===== config.mk =====
export PLATFORM = sky130hd
export DESIGN_NAME = hex_display_driver
export DESIGN_NICKNAME = d
export VERILOG_FILES = /design/src/rtl/hex_display_driver.sv
export SDC_FILE = /design/constraint.sdc
export NUM_CORES = 1
export LEC_CHECK = 0
export CAP_MARGIN = 40
export CORE_AREA = 2 2 88 90
export CTS_CLUSTER_SIZE = 10
export DETAILED_ROUTE_END_ITERATION = 8
export DIE_AREA = 0 0 90 92
export SYNTH_ARGS = -nofsm -noshare
export SYNTH_HDL_FRONTEND = slang
export SYNTH_SLANG_ARGS = --single-unit

===== constraint.sdc =====
create_clock -name clk -period 3.1 [get_ports clk]
set_input_delay 0.62 -clock clk [delete_from_list [all_inputs] [get_ports clk]]
set_output_delay 0.62 -clock clk [all_outputs]
set_load 0.05 [all_outputs]

===== src/rtl/hex_display_driver.sv =====
// Two-digit multiplexed seven-segment hex display driver with frame-aligned double-buffered loads.
// Optional macro LEADING_ZERO_BLANK_EN blanks the high digit when its nibble is zero.
module hex_display_driver #(
  parameter logic [15:0] REFRESH_DIV    = 16'd50000,
  parameter logic [3:0]  GAP_CYCLES     = 4'd8,
  parameter logic        SEG_ACTIVE_LOW = 1'b0
) (
  input  logic       clk,
  input  logic       rst_n,
  input  logic [7:0] data_in,
  input  logic       load,
  input  logic       zero_in,
  output logic [6:0] seg,
  output logic       dp,
  output logic [1:0] digit_en,
  output logic       frame_start,
  output logic       pending
);

  localparam logic [15:0] R_EFF = (REFRESH_DIV == 16'd0) ? 16'd1 : REFRESH_DIV;

  typedef enum logic [1:0] {SHOW_LO, GAP_LO, SHOW_HI, GAP_HI} state_e;

  state_e      state_q, state_d;
  logic [15:0] show_cnt_q, show_cnt_d;
  logic [3:0]  gap_cnt_q, gap_cnt_d;
  logic [7:0]  shown_q, shown_d, pend_val_q, pend_val_d;
  logic        shown_zero_q, shown_zero_d, pend_zero_q, pend_zero_d;
  logic        pending_q, pending_d, frame_start_q, frame_start_d;
  logic [6:0]  seg_q, seg_d, seg_lg;
  logic [1:0]  en_q, en_d, en_lg;
  logic        dp_q, dp_d, dp_lg;
  logic        boundary;

  function automatic logic [6:0] decode(input logic [3:0] n);
    case (n)
      4'h0: decode = 7'h3F;  4'h1: decode = 7'h06;  4'h2: decode = 7'h5B;  4'h3: decode = 7'h4F;
      4'h4: decode = 7'h66;  4'h5: decode = 7'h6D;  4'h6: decode = 7'h7D;  4'h7: decode = 7'h07;
      4'h8: decode = 7'h7F;  4'h9: decode = 7'h6F;  4'hA: decode = 7'h77;  4'hB: decode = 7'h7C;
      4'hC: decode = 7'h39;  4'hD: decode = 7'h5E;  4'hE: decode = 7'h79;  default: decode = 7'h71;
    endcase
  endfunction

  // Counters are loaded with 1 on state entry; the reset GAP_HI starts from 0 and
  // so runs one extra cycle, placing the first SHOW_LO on edge GAP_CYCLES+1.
  always_comb begin
    state_d    = state_q;
    show_cnt_d = show_cnt_q;
    gap_cnt_d  = gap_cnt_q;
    boundary   = 1'b0;
    unique case (state_q)
      SHOW_LO: begin
        if (show_cnt_q >= R_EFF) begin
          if (GAP_CYCLES == 4'd0) begin
            state_d    = SHOW_HI;
            show_cnt_d = 16'd1;
          end else begin
            state_d   = GAP_LO;
            gap_cnt_d = 4'd1;
          end
        end else begin
          show_cnt_d = show_cnt_q + 16'd1;
        end
      end
      GAP_LO: begin
        if (gap_cnt_q >= GAP_CYCLES) begin
          state_d    = SHOW_HI;
          show_cnt_d = 16'd1;
        end else begin
          gap_cnt_d = gap_cnt_q + 4'd1;
        end
      end
      SHOW_HI: begin
        if (show_cnt_q >= R_EFF) begin
          if (GAP_CYCLES == 4'd0) begin
            state_d    = SHOW_LO;
            show_cnt_d = 16'd1;
            boundary   = 1'b1;
          end else begin
            state_d   = GAP_HI;
            gap_cnt_d = 4'd1;
          end
        end else begin
          show_cnt_d = show_cnt_q + 16'd1;
        end
      end
      GAP_HI: begin
        if (gap_cnt_q >= GAP_CYCLES) begin
          state_d    = SHOW_LO;
          show_cnt_d = 16'd1;
          boundary   = 1'b1;
        end else begin
          gap_cnt_d = gap_cnt_q + 4'd1;
        end
      end
      default: state_d = GAP_HI;
    endcase
  end

  // Boundary promotion reads the old pending value; a same-edge load then refills it.
  always_comb begin
    shown_d       = shown_q;
    shown_zero_d  = shown_zero_q;
    pend_val_d    = pend_val_q;
    pend_zero_d   = pend_zero_q;
    pending_d     = pending_q;
    frame_start_d = 1'b0;
    if (boundary && pending_q) begin
      shown_d       = pend_val_q;
      shown_zero_d  = pend_zero_q;
      pending_d     = 1'b0;
      frame_start_d = 1'b1;
    end
    if (load) begin
      pend_val_d  = data_in;
      pend_zero_d = zero_in;
      pending_d   = 1'b1;
    end
  end

  always_comb begin
    seg_lg = '0;
    en_lg  = '0;
    dp_lg  = 1'b0;
    unique case (state_d)
      SHOW_LO: begin
        en_lg  = 2'b01;
        seg_lg = decode(shown_d[3:0]);
      end
      SHOW_HI: begin
`ifdef LEADING_ZERO_BLANK_EN
        if (shown_d[7:4] != 4'h0) begin
          en_lg  = 2'b10;
          seg_lg = decode(shown_d[7:4]);
          dp_lg  = shown_zero_d;
        end
`else
        en_lg  = 2'b10;
        seg_lg = decode(shown_d[7:4]);
        dp_lg  = shown_zero_d;
`endif
      end
      default: ;
    endcase
    seg_d = seg_lg ^ {7{SEG_ACTIVE_LOW}};
    en_d  = en_lg ^ {2{SEG_ACTIVE_LOW}};
    dp_d  = dp_lg ^ SEG_ACTIVE_LOW;
  end

  always_ff @(posedge clk or negedge rst_n) begin
    if (!rst_n) begin
      state_q       <= GAP_HI;
      show_cnt_q    <= '0;
      gap_cnt_q     <= '0;
      shown_q       <= '0;
      shown_zero_q  <= 1'b0;
      pend_val_q    <= '0;
      pend_zero_q   <= 1'b0;
      pending_q     <= 1'b0;
      frame_start_q <= 1'b0;
      seg_q         <= {7{SEG_ACTIVE_LOW}};
      en_q          <= {2{SEG_ACTIVE_LOW}};
      dp_q          <= SEG_ACTIVE_LOW;
    end else begin
      state_q       <= state_d;
      show_cnt_q    <= show_cnt_d;
      gap_cnt_q     <= gap_cnt_d;
      shown_q       <= shown_d;
      shown_zero_q  <= shown_zero_d;
      pend_val_q    <= pend_val_d;
      pend_zero_q   <= pend_zero_d;
      pending_q     <= pending_d;
      frame_start_q <= frame_start_d;
      seg_q         <= seg_d;
      en_q          <= en_d;
      dp_q          <= dp_d;
    end
  end

  assign seg         = seg_q;
  assign dp          = dp_q;
  assign digit_en    = en_q;
  assign frame_start = frame_start_q;
  assign pending     = pending_q;

endmodule


[Word level (Yosys, flattened, before mapping)]
Memory sizes are Yosys's and may differ from the RTL's.
Index checks and enable logic that the tools add are counted.
Operators by class
  equal/unequal tests: 8
  add/sub/neg operators: 2
  magnitude comparators: 2
  reduce and logical (&&, ||, !) cells: 8
  multiplexer cells: 21
Operators with widths (count)
  2-to-1 mux 16 bit: 2
  one-hot mux 16 bit (2 select lines): 1
  adder 16 x 1 -> 16 bit (second input constant): 1
  >= comparator 16 bit (second input constant): 1
  one-hot mux 7 bit (2 select lines): 1
  2-to-1 mux 2 bit: 4
  2-to-1 mux 4 bit: 2
  2-to-1 mux 8 bit: 1
  one-hot mux 2 bit (4 select lines): 1
  one-hot mux 4 bit (2 select lines): 1
  2-to-1 mux 1 bit: 7
  == test 2 bit (second input constant): 3
  adder 4 x 1 -> 4 bit (second input constant): 1
  >= comparator 4 bit (second input constant): 1
  logical NOT 2 bit: 2
  != test 2 x 1 -> 1 bit (second input constant): 2
  != test 2 bit (second input constant): 2
  one-hot mux 2 bit (2 select lines): 1
  AND reduction 2 bit: 2
  OR reduction 2 bit: 2
  == test 2 x 1 -> 1 bit (second input constant): 1
  nonzero test 2 bit: 1
  logical AND 1 bit: 1
Word-level totals
  output and inout bits: 12
  logic and storage cells: 55
  memories: 2
  input bits: 12
  ROM bits: 224
  register bits: 52
Memories
  (name not given): depth 16, bits a word 7, read ports 1, clocked after Yosys merged registers in 0, wr ports 0, RTL line 36  | case (n)
  (name not given): depth 16, bits a word 7, read ports 1, clocked after Yosys merged registers in 0, wr ports 0, RTL line 36

[Longest topological paths before layout]
An unclocked memory read counts as a cell.
  depth after elaboration: 7
  gate-level depth with buffers: 12
  gate-level depth less buffers: 10

[Worst setup path before layout]
Ideal clock, no wire load.
  path kind: register -> register
  start point: register pending_q, in the netlist pending
  end point: register seg_q[3], in the netlist seg[3]
  path slack: 499 ps
  library setup time: 82 ps
  data arrival time: 2519 ps
  cell stages (with the launch flop): 10
  cell sequence: dfrtp_1 > nand4_1 > buf_4 > buf_2 > a21oi_1 > inv_1 > ha_1 > or2_2 > a221o_1 > a31oi_1
On the way
  word-level cells in the longest chain between the ends: 4
  elaborated cells between the ends (all ways): 5
  those cells by class: 2 x mux; 1 x reduce/logical; 2 x memory
RTL lines
  start: declaration: RTL line 29  | logic pending_q, pending_d, frame_start_q, frame_start_d;
  start signal: assignment: RTL line 172  | pending_q <= pending_d;
  logical AND 1 bit: RTL line 108  | if (boundary && pending_q) begin
  2-to-1 mux 8 bit: RTL line 108
  named net shown_d[5]: RTL line 27  | logic [7:0] shown_q, shown_d, pend_val_q, pend_val_d;
  memory (16 x 7 bit)
  one-hot mux 7 bit (2 select lines): RTL line 125  | unique case (state_d)
  named net seg_d[3]: RTL line 30  | logic [6:0] seg_q, seg_d, seg_lg;
  end signal: assignment: RTL line 161  | seg_q <= {7{SEG_ACTIVE_LOW}};
  end signal: assignment: RTL line 174  | seg_q <= seg_d;
  end: declaration: RTL line 30
The timed path passes the listed nets, and every way through them passes these cells.
A chain may end at the register's enable or synchronous reset.

[Final worst setup path]
  start point: register state_q[0]
  end point: register seg_q[3], in the netlist seg[3]
On the way
  word-level cells in the longest chain between the ends: 6
  elaborated cells between the ends (all ways): 17
  those cells by class: 4 x eq/ne; 8 x mux; 3 x reduce/logical; 2 x memory
RTL lines
  start: declaration: RTL line 24  | state_e state_q, state_d;
  start signal: assignment: RTL line 165  | state_q <= state_d;
  == test 2 bit: RTL line 51  | unique case (state_q)
  2-to-1 mux 1 bit: RTL line 51
  logical AND 1 bit: RTL line 108
  2-to-1 mux 8 bit: RTL line 108
  named net shown_d[5]: RTL line 27
  memory (16 x 7 bit)
  one-hot mux 7 bit (2 select lines): RTL line 125
  named net seg_d[3]: RTL line 30
The timed path passes the listed nets, and every way through them passes these cells.

==> key figures <==
STA
  • F_max: 389 MHz
  • Worst Tran Pin Value: 0.758 ns
  • Max-slew headroom: 48.0%
  • Smallest hold slack: 0.173 ns
  • Pins over their slew limit: 0
  • Final Hold Fails: 0
  • Post-Route Setup TNS: 0 ns
  • Setup violations, final: 0
  • Final period utilization: 82.9%
  • Worst Skew: 0.00769 ns
  • Final Critical Period: 2.57 ns
  • Final worst slack: 0.529 ns
  • Unrepaired setup endpoints after global routing: no

Pwr
  • Design Power: 1.14 mW
  • Peak supply drop: 0.211 mV
  • Pwr dens: 344 mW/mm^2
  • Lkg Pwr: 1.49 nW

Setup path
  • Crit end category: flip-flop
  • WP data arrival: 2.80 ns
  • Worst Path Max Fanout: 27
  • Critical path class: reg2reg
  • Worst path cell trace: nand4_1 -> buf_4 -> a21oi_1 -> inv_1 -> ha_1 -> or2_2 -> a221o_1 -> a31oi_1
  • Req. time, crit path: 3.33 ns
  • CP max-delay cell: dfstp_2
  • CP max stage delay: 0.62 ns
  • Startpoint types: flip-flop

Final layout
  • Design Area, Final: 0.00330 sq mm
  • Synth-to-layout area growth: 14.5%
  • Share of cells above drive strength 1: 9.43%
  • ANT cells: 0
  • Final core occ: 44.3%
  • Final nets: 343
  • Final Non-Filler Cells: 420

Placement
  • Inst Count DP: 412
  • GPL Wtd Cong: 0.861
  • Dpl hpwl: 4470 um
  • I/O Buffers: 23
  • Post-place instance area: 0.00322 sq mm
  • Pre-CTS setup slack: 0.586 ns

Logic synthesis
  • Post-synthesis sequential area ratio: 45.2%
  • Share of the synthesized area in the top cell type: 43.4%
  • Ys flop type: dfrtp_1
  • Warnings from Yosys: 0
  • Synth Net Count: 320
  • Avg Inst Size Synth: 9.80 sq um
  • Area contributors post-synth: dfrtp_1 (43%), ha_1 (6.1%), mux2i_1 (4.5%)
  • Synth cell types: 49
  • Yosys reg bits: 52
  • Fraction of registers with async set or reset after synthesis: 100%
  • Post-synthesis cell count: 294
  • Cell accounting for the most synthesized area: dfrtp_1
  • Netlist Area Pre-Place: 0.00288 sq mm
  • Cell with the most instances after synthesis: dfrtp_1
  • Count of flip-flops with a built-in enable after synthesis: 0
  • List of most frequent post-synthesis cells: dfrtp_1 (50), nand2_1 (29), inv_1 (22), a21oi_1 (15), nor2_1 (15)

Drt
  • Via count: 2,233
  • Iteration-0 DRC Markers: 91
  • Final WL: 6160 um
  • DRT antenna net count: 0
  • DRC viols: 0
  • Routed vias/inst: 5.32
  • Drt wl/cell: 14.7 um
  • Drt pass-1 iters: 4

Floorplan
  • Placement Rows: 32
  • Core ar.: 0.00745 sq mm
  • Initial Utilization: 38.7%
  • Ports: 24
  • Die X: 90 um
  • Die height: 92 um
  • Die ar.: 0.00828 sq mm

Clocking
  • CTS Hold Bufs: 0
  • Clock sink count: 52
  • Post-CTS Setup Bufs: 0
  • Root buf cell: clkbuf_8
  • CTS Buf Count: 5
  • Clk pin slew, worst setup/hold paths: 0.09 ns
  • Clk Latency, worst-skew pair: 0.30 ns
  • CTS HTree Levels: 2
  • CTS tree: yes
  • CTS resizes: 0
  • Bufs on Longest Clock Path: 2

Global route
  • Global Route Usage Sum: 15.6%
  • GRT Residual Overflow: 0
  • Global-route wire length before repair: 10,400 um
  • Largest net degree at the start of global routing: 28
  • Vias in the first global route: 2,090
  • Initial antenna violation count: 0

Status
  • Status: finished, final reports clean

Run
  • Max cap viols: 0

Min path
  • Hold WC Path Type: in2async
cells in the final DEF (no fill, tap or decap), types with 7 or more instances in the layout:
cell	instances
ha_1	14
a21oi_1	15
nand3_1	8
nand4_1	7
clkdlybuf4s50_1	22
nor2_1	15
o21ai_0	9
mux2i_1	13
mux2_2	9
inv_1	22
o22ai_1	10
dfrtp_1	50
nand2_1	29
layer usage:
metal | vias to the layer above | global-route usage (%) | wire (um) | share of wire (%)
met1 | 1079 | 21.1 | 2920 | 47
met5 | - | 0 | 0 | 0
met2 | 41 | 24.8 | 2890 | 47
li1 | 1103 | - | - | -
met4 | 0 | 6.67 | 146 | 2.4
met3 | 10 | 2.63 | 199 | 3.2
worst paths after layout:
check                        startpoint       endpoint  slack (ns)  cells after the start
setup / recovery             state_q[0]         seg[3]        0.53                      8
hold / removal                    rst_n  show_cnt_q[4]        0.17                      1
setup reg to reg             state_q[0]         seg[3]        0.53                      8
hold reg to reg            shown_zero_q   shown_zero_q        0.49                      2
max in group asynchronous         rst_n  pend_val_q[0]        2.30                      2
min in group clk           shown_zero_q   shown_zero_q        0.49                      2
cells by family (layout without fill, tap and decap cells):
kind of cell	after synthesis	after routing	synth area share [%]
AOI/OAI and AO/OA	68	68	15.6
xor gates and xnor gates	9	9	2.74
adders and majority gates	14	14	6.08
buffers and inverters	36	60	5.21
DFF	52	52	45.2
muxes	24	24	9.29
and+or+nand+nor	91	91	15.8
sequential cells by signal (all words and copies together) (netlist names):
| register | flops |
|---|---|
| pend_zero_q | 1 |
| show_cnt_q | 16 |
| dp | 1 |
| gap_cnt_q | 4 |
| digit_en | 2 |
| shown_q | 8 |
| seg | 7 |
| shown_zero_q | 1 |
| frame_start | 1 |
| pend_val_q | 8 |
| pending | 1 |
| state_q | 2 |
worst max-delay path: cells and delay by family (launching register included):
family                     cells  cell delay [ns]
AOI/OAI and AO/OA              3             0.81
DFF                            1             0.62
buffers and inverters          2             0.41
and+or+nand+nor                2             0.40
adders and majority gates      1             0.25
cell type report:
class	instances	area, sq um
Clock buffer	7	76.3
Clock inverter	1	8.76
Fill cell	738	4150
Inverter	23	86.3
Multi-Input combinational cell	206	1430
Sequential cell	52	1300
Tap cell	102	128
Timing Repair Buffer	29	270
where the power goes:
group	total (mW)	switching, mW	internal [mW]
sequential	0.704	0.0149	0.689
combinational	0.0492	0.0224	0.0268
clock	0.383	0.221	0.162
(Power assumes the default switching activity.)
